### config.mk
export PLATFORM = sky130hd
export DESIGN_NAME = pixel_abs_diff_flat
export DESIGN_NICKNAME = d
export VERILOG_FILES = /design/src/rtl/pixel_abs_diff_if.sv /design/src/rtl/pixel_abs_diff.sv /design/src/flat_wrapper.sv
export SDC_FILE = /design/constraint.sdc
export NUM_CORES = 1
export LEC_CHECK = 0
export ABC_CLOCK_PERIOD_IN_PS = 11300
export CAP_MARGIN = 5
export CORE_UTILIZATION = 35
export DETAILED_ROUTE_END_ITERATION = 7
export PLACE_DENSITY_LB_ADDON = 0.1
export RECOVER_POWER = 50
export SETUP_SLACK_MARGIN = 0.2
export SYNTH_ARGS = -nofsm -noshare
export SYNTH_HDL_FRONTEND = slang
export SYNTH_SLANG_ARGS = --single-unit
### constraint.sdc
create_clock -name clk -period 11.3 [get_ports clk]
set_input_delay 1.695 -clock clk [delete_from_list [all_inputs] [get_ports clk]]
set_output_delay 1.695 -clock clk [all_outputs]
set_load 0.05 [all_outputs]
### src/rtl/pixel_abs_diff_if.sv
// Pixel stream bundle: one beat per clock when valid, with raster coordinates.
// Pixel width is FP_M integer + FP_N fraction + FP_S sign bits.
interface pixel_data_interface #(
  parameter int FP_M = 8,
  parameter int FP_N = 0,
  parameter int FP_S = 0
) (
  input logic clk
);
  localparam int D = FP_M + FP_N + FP_S;

  logic         valid;
  logic [D-1:0] pixel;
  logic [15:0]  row;
  logic [15:0]  col;

  modport writer (input clk, input valid, input pixel, input row, input col);
  modport reader (input clk, output valid, output pixel, output row, output col);
endinterface

### src/rtl/pixel_abs_diff.sv
// Pairs a live pixel stream with its delayed copy through two skew FIFOs and
// emits |a-b| per pair, with sticky coordinate-mismatch and overflow reporting.
module pixel_abs_diff #(
  parameter int WIDTH        = 100,
  parameter int HEIGHT       = 100,
  parameter int FIFO_DEPTH   = 8,
  parameter int CHECK_COORDS = 1
) (
  pixel_data_interface.writer in_a,
  pixel_data_interface.writer in_b,
  pixel_data_interface.reader out,
  input  logic        rst_n_i,
  input  logic        clear_i,
  output logic        mismatch_o,
  output logic        overflow_o,
  output logic [15:0] mismatch_count_o,
  output logic        frame_done_o
);
  localparam int FP_M = in_a.FP_M;
  localparam int FP_N = in_a.FP_N;
  localparam int FP_S = in_a.FP_S;
  localparam int D    = FP_M + FP_N + FP_S;
  localparam int E    = D + 32;
  localparam int AW   = $clog2(FIFO_DEPTH);
  localparam logic [AW:0] FULL_CNT = (AW+1)'(FIFO_DEPTH);
  localparam logic [15:0] LAST_ROW = 16'(HEIGHT - 1);
  localparam logic [15:0] LAST_COL = 16'(WIDTH - 1);
  localparam bit          CHK      = (CHECK_COORDS != 0);

  logic clk;
  assign clk = in_a.clk;

  logic [E-1:0]  wdata [2];
  logic [E-1:0]  mem [2][FIFO_DEPTH];
  logic [AW-1:0] wr_ptr [2];
  logic [AW-1:0] rd_ptr [2];
  logic [AW:0]   cnt [2];
  logic [1:0]    push, full, accept;
  logic          pop, ov_event;

  always_comb begin
    wdata[0] = {in_a.pixel, in_a.row, in_a.col};
    wdata[1] = {in_b.pixel, in_b.row, in_b.col};
    push     = {in_b.valid, in_a.valid};
    pop      = (cnt[0] != '0) && (cnt[1] != '0);
    full     = '0;
    accept   = '0;
    for (int unsigned i = 0; i < 2; i++) begin
      full[i]   = (cnt[i] == FULL_CNT);
      // a pop in the same cycle frees the slot, so a full FIFO still accepts
      accept[i] = push[i] && (!full[i] || pop);
    end
    ov_event = |(push & ~accept);
  end

  always_ff @(posedge clk) begin
    for (int unsigned i = 0; i < 2; i++) begin
      if (accept[i]) mem[i][wr_ptr[i]] <= wdata[i];
    end
  end

  always_ff @(posedge clk or negedge rst_n_i) begin
    if (!rst_n_i) begin
      for (int unsigned i = 0; i < 2; i++) begin
        wr_ptr[i] <= '0;
        rd_ptr[i] <= '0;
        cnt[i]    <= '0;
      end
    end else begin
      for (int unsigned i = 0; i < 2; i++) begin
        if (accept[i]) wr_ptr[i] <= wr_ptr[i] + 1'b1;
        if (pop)       rd_ptr[i] <= rd_ptr[i] + 1'b1;
        cnt[i] <= cnt[i] + (AW+1)'(accept[i]) - (AW+1)'(pop);
      end
    end
  end

  logic         st_valid;
  logic [E-1:0] st_a, st_b;

  always_ff @(posedge clk or negedge rst_n_i) begin
    if (!rst_n_i) begin
      st_valid <= 1'b0;
      st_a     <= '0;
      st_b     <= '0;
    end else begin
      st_valid <= pop;
      if (pop) begin
        st_a <= mem[0][rd_ptr[0]];
        st_b <= mem[1][rd_ptr[1]];
      end
    end
  end

  logic [D-1:0] a_pix, b_pix, res;
  logic [15:0]  a_row, a_col, b_row, b_col;
  logic [D:0]   diff;

  assign a_pix = st_a[E-1 -: D];
  assign a_row = st_a[31:16];
  assign a_col = st_a[15:0];
  assign b_pix = st_b[E-1 -: D];
  assign b_row = st_b[31:16];
  assign b_col = st_b[15:0];

  generate
    if (FP_S != 0) begin : g_signed
      localparam logic [D:0] SAT = {2'b00, {(D-1){1'b1}}};
      logic [D:0] mag;
      always_comb begin
        diff = {a_pix[D-1], a_pix} - {b_pix[D-1], b_pix};
        mag  = diff[D] ? -diff : diff;
        res  = (mag > SAT) ? SAT[D-1:0] : mag[D-1:0];
      end
    end else begin : g_unsigned
      always_comb begin
        diff = {1'b0, a_pix} - {1'b0, b_pix};
        res  = diff[D] ? D'(-diff) : diff[D-1:0];
      end
    end
  endgenerate

  logic mm_event;
  assign mm_event = CHK && st_valid && ((a_row != b_row) || (a_col != b_col));

  always_ff @(posedge clk or negedge rst_n_i) begin
    if (!rst_n_i) begin
      out.valid        <= 1'b0;
      out.pixel        <= '0;
      out.row          <= '0;
      out.col          <= '0;
      frame_done_o     <= 1'b0;
      mismatch_o       <= 1'b0;
      mismatch_count_o <= '0;
      overflow_o       <= 1'b0;
    end else begin
      out.valid    <= st_valid;
      frame_done_o <= st_valid && (a_row == LAST_ROW) && (a_col == LAST_COL);
      if (st_valid) begin
        out.pixel <= res;
        out.row   <= a_row;
        out.col   <= a_col;
      end
      // a coinciding event beats clear_i: flag stays set, count restarts at 1
      if (mm_event) begin
        mismatch_o       <= 1'b1;
        mismatch_count_o <= clear_i ? 16'd1 :
                            (&mismatch_count_o) ? mismatch_count_o : mismatch_count_o + 16'd1;
      end else if (clear_i) begin
        mismatch_o       <= 1'b0;
        mismatch_count_o <= '0;
      end
      if (ov_event)     overflow_o <= 1'b1;
      else if (clear_i) overflow_o <= 1'b0;
    end
  end
endmodule

### src/flat_wrapper.sv
// flat-port wrapper written by rule: the top's interface ports become plain ports
module pixel_abs_diff_flat 
#(
  parameter int WIDTH        = 100,
  parameter int HEIGHT       = 100,
  parameter int FIFO_DEPTH   = 8,
  parameter int CHECK_COORDS = 1
)
  (rst_n_i, clear_i, mismatch_o, overflow_o, mismatch_count_o, frame_done_o, clk, in_a_valid, in_a_pixel, in_a_row, in_a_col, in_b_valid, in_b_pixel, in_b_row, in_b_col, out_valid, out_pixel, out_row, out_col);
  pixel_data_interface #(.FP_M(8), .FP_N(0), .FP_S(0)) in_a_i (.clk(clk));
  pixel_data_interface #(.FP_M(8), .FP_N(0), .FP_S(0)) in_b_i (.clk(clk));
  pixel_data_interface #(.FP_M(8), .FP_N(0), .FP_S(0)) out_i (.clk(clk));
  input  logic rst_n_i;
  input  logic clear_i;
  output logic mismatch_o;
  output logic overflow_o;
  output logic [15:0] mismatch_count_o;
  output logic frame_done_o;
  input wire logic clk;
  input wire logic [$bits(in_a_i.valid)-1:0] in_a_valid;
  input wire logic [$bits(in_a_i.pixel)-1:0] in_a_pixel;
  input wire logic [$bits(in_a_i.row)-1:0] in_a_row;
  input wire logic [$bits(in_a_i.col)-1:0] in_a_col;
  input wire logic [$bits(in_b_i.valid)-1:0] in_b_valid;
  input wire logic [$bits(in_b_i.pixel)-1:0] in_b_pixel;
  input wire logic [$bits(in_b_i.row)-1:0] in_b_row;
  input wire logic [$bits(in_b_i.col)-1:0] in_b_col;
  output wire logic [$bits(out_i.valid)-1:0] out_valid;
  output wire logic [$bits(out_i.pixel)-1:0] out_pixel;
  output wire logic [$bits(out_i.row)-1:0] out_row;
  output wire logic [$bits(out_i.col)-1:0] out_col;
  assign in_a_i.valid = in_a_valid;
  assign in_a_i.pixel = in_a_pixel;
  assign in_a_i.row = in_a_row;
  assign in_a_i.col = in_a_col;
  assign in_b_i.valid = in_b_valid;
  assign in_b_i.pixel = in_b_pixel;
  assign in_b_i.row = in_b_row;
  assign in_b_i.col = in_b_col;
  assign out_valid = out_i.valid;
  assign out_pixel = out_i.pixel;
  assign out_row = out_i.row;
  assign out_col = out_i.col;
  pixel_abs_diff #(.WIDTH(WIDTH), .HEIGHT(HEIGHT), .FIFO_DEPTH(FIFO_DEPTH), .CHECK_COORDS(CHECK_COORDS)) u_core (.in_a(in_a_i), .in_b(in_b_i), .out(out_i), .rst_n_i(rst_n_i), .clear_i(clear_i), .mismatch_o(mismatch_o), .overflow_o(overflow_o), .mismatch_count_o(mismatch_count_o), .frame_done_o(frame_done_o));
endmodule
==> impl_metrics.yaml <==
detailed_routing:
  drt_wl_total_mm: 69.7
  ant_nets: 0
  first_pass_iters: 4
  drtIter0Drc: 891
  vias: 14900
  routedWlPerCell_um: 22.9
  vias_per_cell: 4.91
  drcViolationCount: 0
timing:
  rsz0062_at_grt: "false"
  tns_ps: 0
  period_share_pct: 45.8
  fin_skew_ps: 22.7
  fin_crit_ps: 5180
  tightest_slew_ps: 2950
  drv_slew: 173
  setup_viol: 0
  max_slew_margin_pct: -96.6
  fmax_mhz: 193
  setup_ws_ps: 6120
  hold_viol_final: 0
setup_path:
  reg2reg_from: "u_core.rd_ptr[0]"
  cp-start-kind: "register"
  crit_type: "register to register"
  path_cells: "clkbuf_1, mux4_2, mux2i_1, o21ai_0"
  crit_path_top_delay_cell: "clkbuf_1"
  ff2ff_setup_slack_ps: 6120
  cp.required_ps: 11690
  crit_arrival_ps: 5570
  r2r_end: "u_core.st_b[36]"
  r2r_cells: 4
  end_kind: "register"
  cpPeakStageDelay_ps: 2180
  path_max_fanout: 33
clock_network:
  cts_root_buffer: "clkbuf_16"
  cts-hold-fix-buffers: 0
  cts_made_buffers: 86
  worst_skew_pair.late_latency_ps: 630
  tritoncts: "built"
  postCtsSetupRepairBufs: 0
  clock_sinks: 801
  path_clk_slew_ps: 60
  cts_max_path_buffers: 3
  post_cts_resized: 0
  htree_levels: 3
pwr:
  pwr-share-comb_pct: 30.3
  power.share.sequential_pct: 42.3
  swShare_pct: 33.1
  p_leak_nw: 12.6
  vdd_drop_max_mv: 0.218
  clkPwrFrac_pct: 27.3
  p_per_area_mw_per_mm2: 283
  p_sw_mw: 3.46
  p_int_mw: 6.99
logic_synthesis:
  synth.avg_cell_area_um2: 19.2
  ys_seq_area_share_pct: 74.7
  synth_area_leaders: "edfxtp_1 (62%), dfrtp_1 (13%), mux4_2 (12%)"
  synth-edff-count: 640
  synth_nets: 1734
  synth-async-reset-ratio_pct: 20.1
  yosysTopAreaCell: "edfxtp_1"
  yosys_warnings: 0
  synth_area_mm2: 0.0311
  yosys.area.top_type_share_pct: 61.7
  syn_inst: 1620
  ys_types: 46
  synth_ff_type: "edfxtp_1"
  synth_seq_cells: 801
global_route:
  grtUsageTotal_pct: 15.8
  grt_pass1_vias: 15800
  use_met1_pct: 22.0
  grt_first_pass_wirelength_mm: 104
  grt_max_degree: 91
  busiest_layer: "met2"
  antenna_found_initial: 12
  grt_use_met2_pct: 25.2
  grt-ovfl-total: 0
  grtUsageMet3_pct: 2.93
worst_hold_path:
  worst_hold_path_type: "register to register"
  hold_path_depth: 2
  whs_endpoint: "u_core.st_b[38]"
  min_from: "u_core.st_b[38]"
finish:
  final_core_util_pct: 41.8
  fillers: 7802
  layout-drive-gt1-share_pct: 19.7
  area_delta_synth_final_pct: 18.5
  final_area_mm2: 0.0369
  fin_nets: 1920
die:
  dieArea_mm2: 0.0901
  pin_count: 145
  rows: 109
  die_h_um: 300
  initial_core_util_pct: 35.3
  core-area_mm2: 0.0882
  die_x_um: 300
outcome:
  violations: "max-capacitance violations, max-slew violations"
  status: "finished, violations left"
placement:
  dp_hpwl_mm: 41.7
  pre_cts_slack_ps: 7210
  routabilityCongestion: 0.776
  port-buffer-count: 144
  dpl_cell_area_mm2: 0.0341
run:
  max_cap_viol_count: 4
-- worst max-delay path: cells and delay by family, from the launching register on --
kind	cells	cell delay, ps
compound gates	1	120
buf+inv	1	2180
flops	1	1540
mux	2	1090
-- power groups by stage --
stage	registers (mW)	logic [mW]	clock network, mW
2_1_floorplan	4.42	2.18	0
3_3_place_gp	4.49	3.25	0
3_5_place_dp	4.51	3.27	0
4_1_cts	4.45	3.28	2.94
5_1_grt	4.51	3.50	3.06
6_report	4.42	3.17	2.85
-- cell type report --
type                       instances  area [um^2]  area share (%)
inverter                          38          143           0.386
antenna                            2         5.00          0.0136
tap                             1165         1460            3.95
timing repair buffer             170         1630            4.41
clock inverter                    31          444            1.20
clock buffer                     125         2440            6.61
sequential                       801        23300            63.0
multi-input combinational        709         7530            20.4
-- routing by layer --
layer / vias to the layer above / wire length [um]
met5: - / 49
met4: 8 / 1410
met3: 107 / 2790
met2: 288 / 33500
met1: 7769 / 31900
li1: 6745 / -
-- registers in the layout (all words and copies together), names as in the netlist --
name,cells
u_core.mismatch_count_o,16
u_core.overflow_o,1
u_core.frame_done_o,1
u_core.out.col,16
u_core.wr_ptr,6
u_core.out.valid,1
u_core.cnt,8
u_core.st_a,40
u_core.mem,640
u_core.out.row,16
u_core.st_b,40
u_core.mismatch_o,1
u_core.st_valid,1
u_core.rd_ptr,6
u_core.out.pixel,8
-- worst max path at each step --
stage / startpoint / end / cells past startpoint
after floorplan: in_b_valid / u_core.mem[0][600] / 2
after global placement: in_a_valid / u_core.mem[0][209] / 6
after detailed placement: in_a_valid / u_core.mem[0][209] / 6
after CTS: u_core.cnt[5] / u_core.mem[0][28] / 9
after global routing: u_core.rd_ptr[0] / u_core.st_b[36] / 4
final: u_core.rd_ptr[0] / u_core.st_b[36] / 4
-- cell families (layout without fill, tap and decap cells) --
logic type	Yosys count	in the layout	synth area share, %
compound gates	119	119	2.11
xor+xnor	67	67	1.91
fa+ha+maj	29	29	1.24
buf+inv	110	364	1.41
flops	801	801	74.7
mux	276	276	15.4
other cells	0	2	0
simple gates	218	218	3.22
-- stage by stage --
step,total power [mW],std cells,hold slack [ps]
after floorplan,6.60,1620,408
final,10.4,3041,479
after detailed placement,7.78,2883,476
after global placement,7.73,2883,475
after global routing,11.1,3039,512
after CTS,10.7,3039,488
-- cells in the final DEF (no fill, tap or decap), types with 15 or more instances in the layout --
| cell type | n |
|---|---|
| mux2_2 | 34 |
| nor2_1 | 29 |
| xor2_1 | 38 |
| dlygate4sd3_1 | 80 |
| mux4_2 | 160 |
| inv_1 | 38 |
| xnor2_1 | 28 |
| nand2_1 | 110 |
| buf_4 | 23 |
| clkdlybuf4s50_1 | 63 |
| edfxtp_1 | 640 |
| clkbuf_1 | 30 |
| o21ai_0 | 89 |
| ha_1 | 26 |
| a21oi_1 | 15 |
| dfrtp_1 | 156 |
| mux2i_1 | 82 |
| clkbuf_16 | 88 |
-- cells in the mapped netlist (2+ instances only) --
master and number:
inv_1 38, nand3_2 2, mux2_2 34, nor4_1 16, a21o_1 5, and3_1 2, nand3_1 10, nand4_1 6
buf_2 18, nor3_1 18, mux2i_1 82, o21a_1 2, or3_1 2, xor2_1 38, dfrtp_1 161, clkbuf_1 40
o31ai_1 2, o21ai_1 2, nor2_1 35, mux4_2 160, ha_1 26, fa_1 3, xnor2_1 28, a21oi_1 14
nor4b_1 3, o21ai_0 87, buf_1 13, nand2_1 110, edfxtp_1 640, nand2b_1 7
Power figures use the tool's default switching activity.
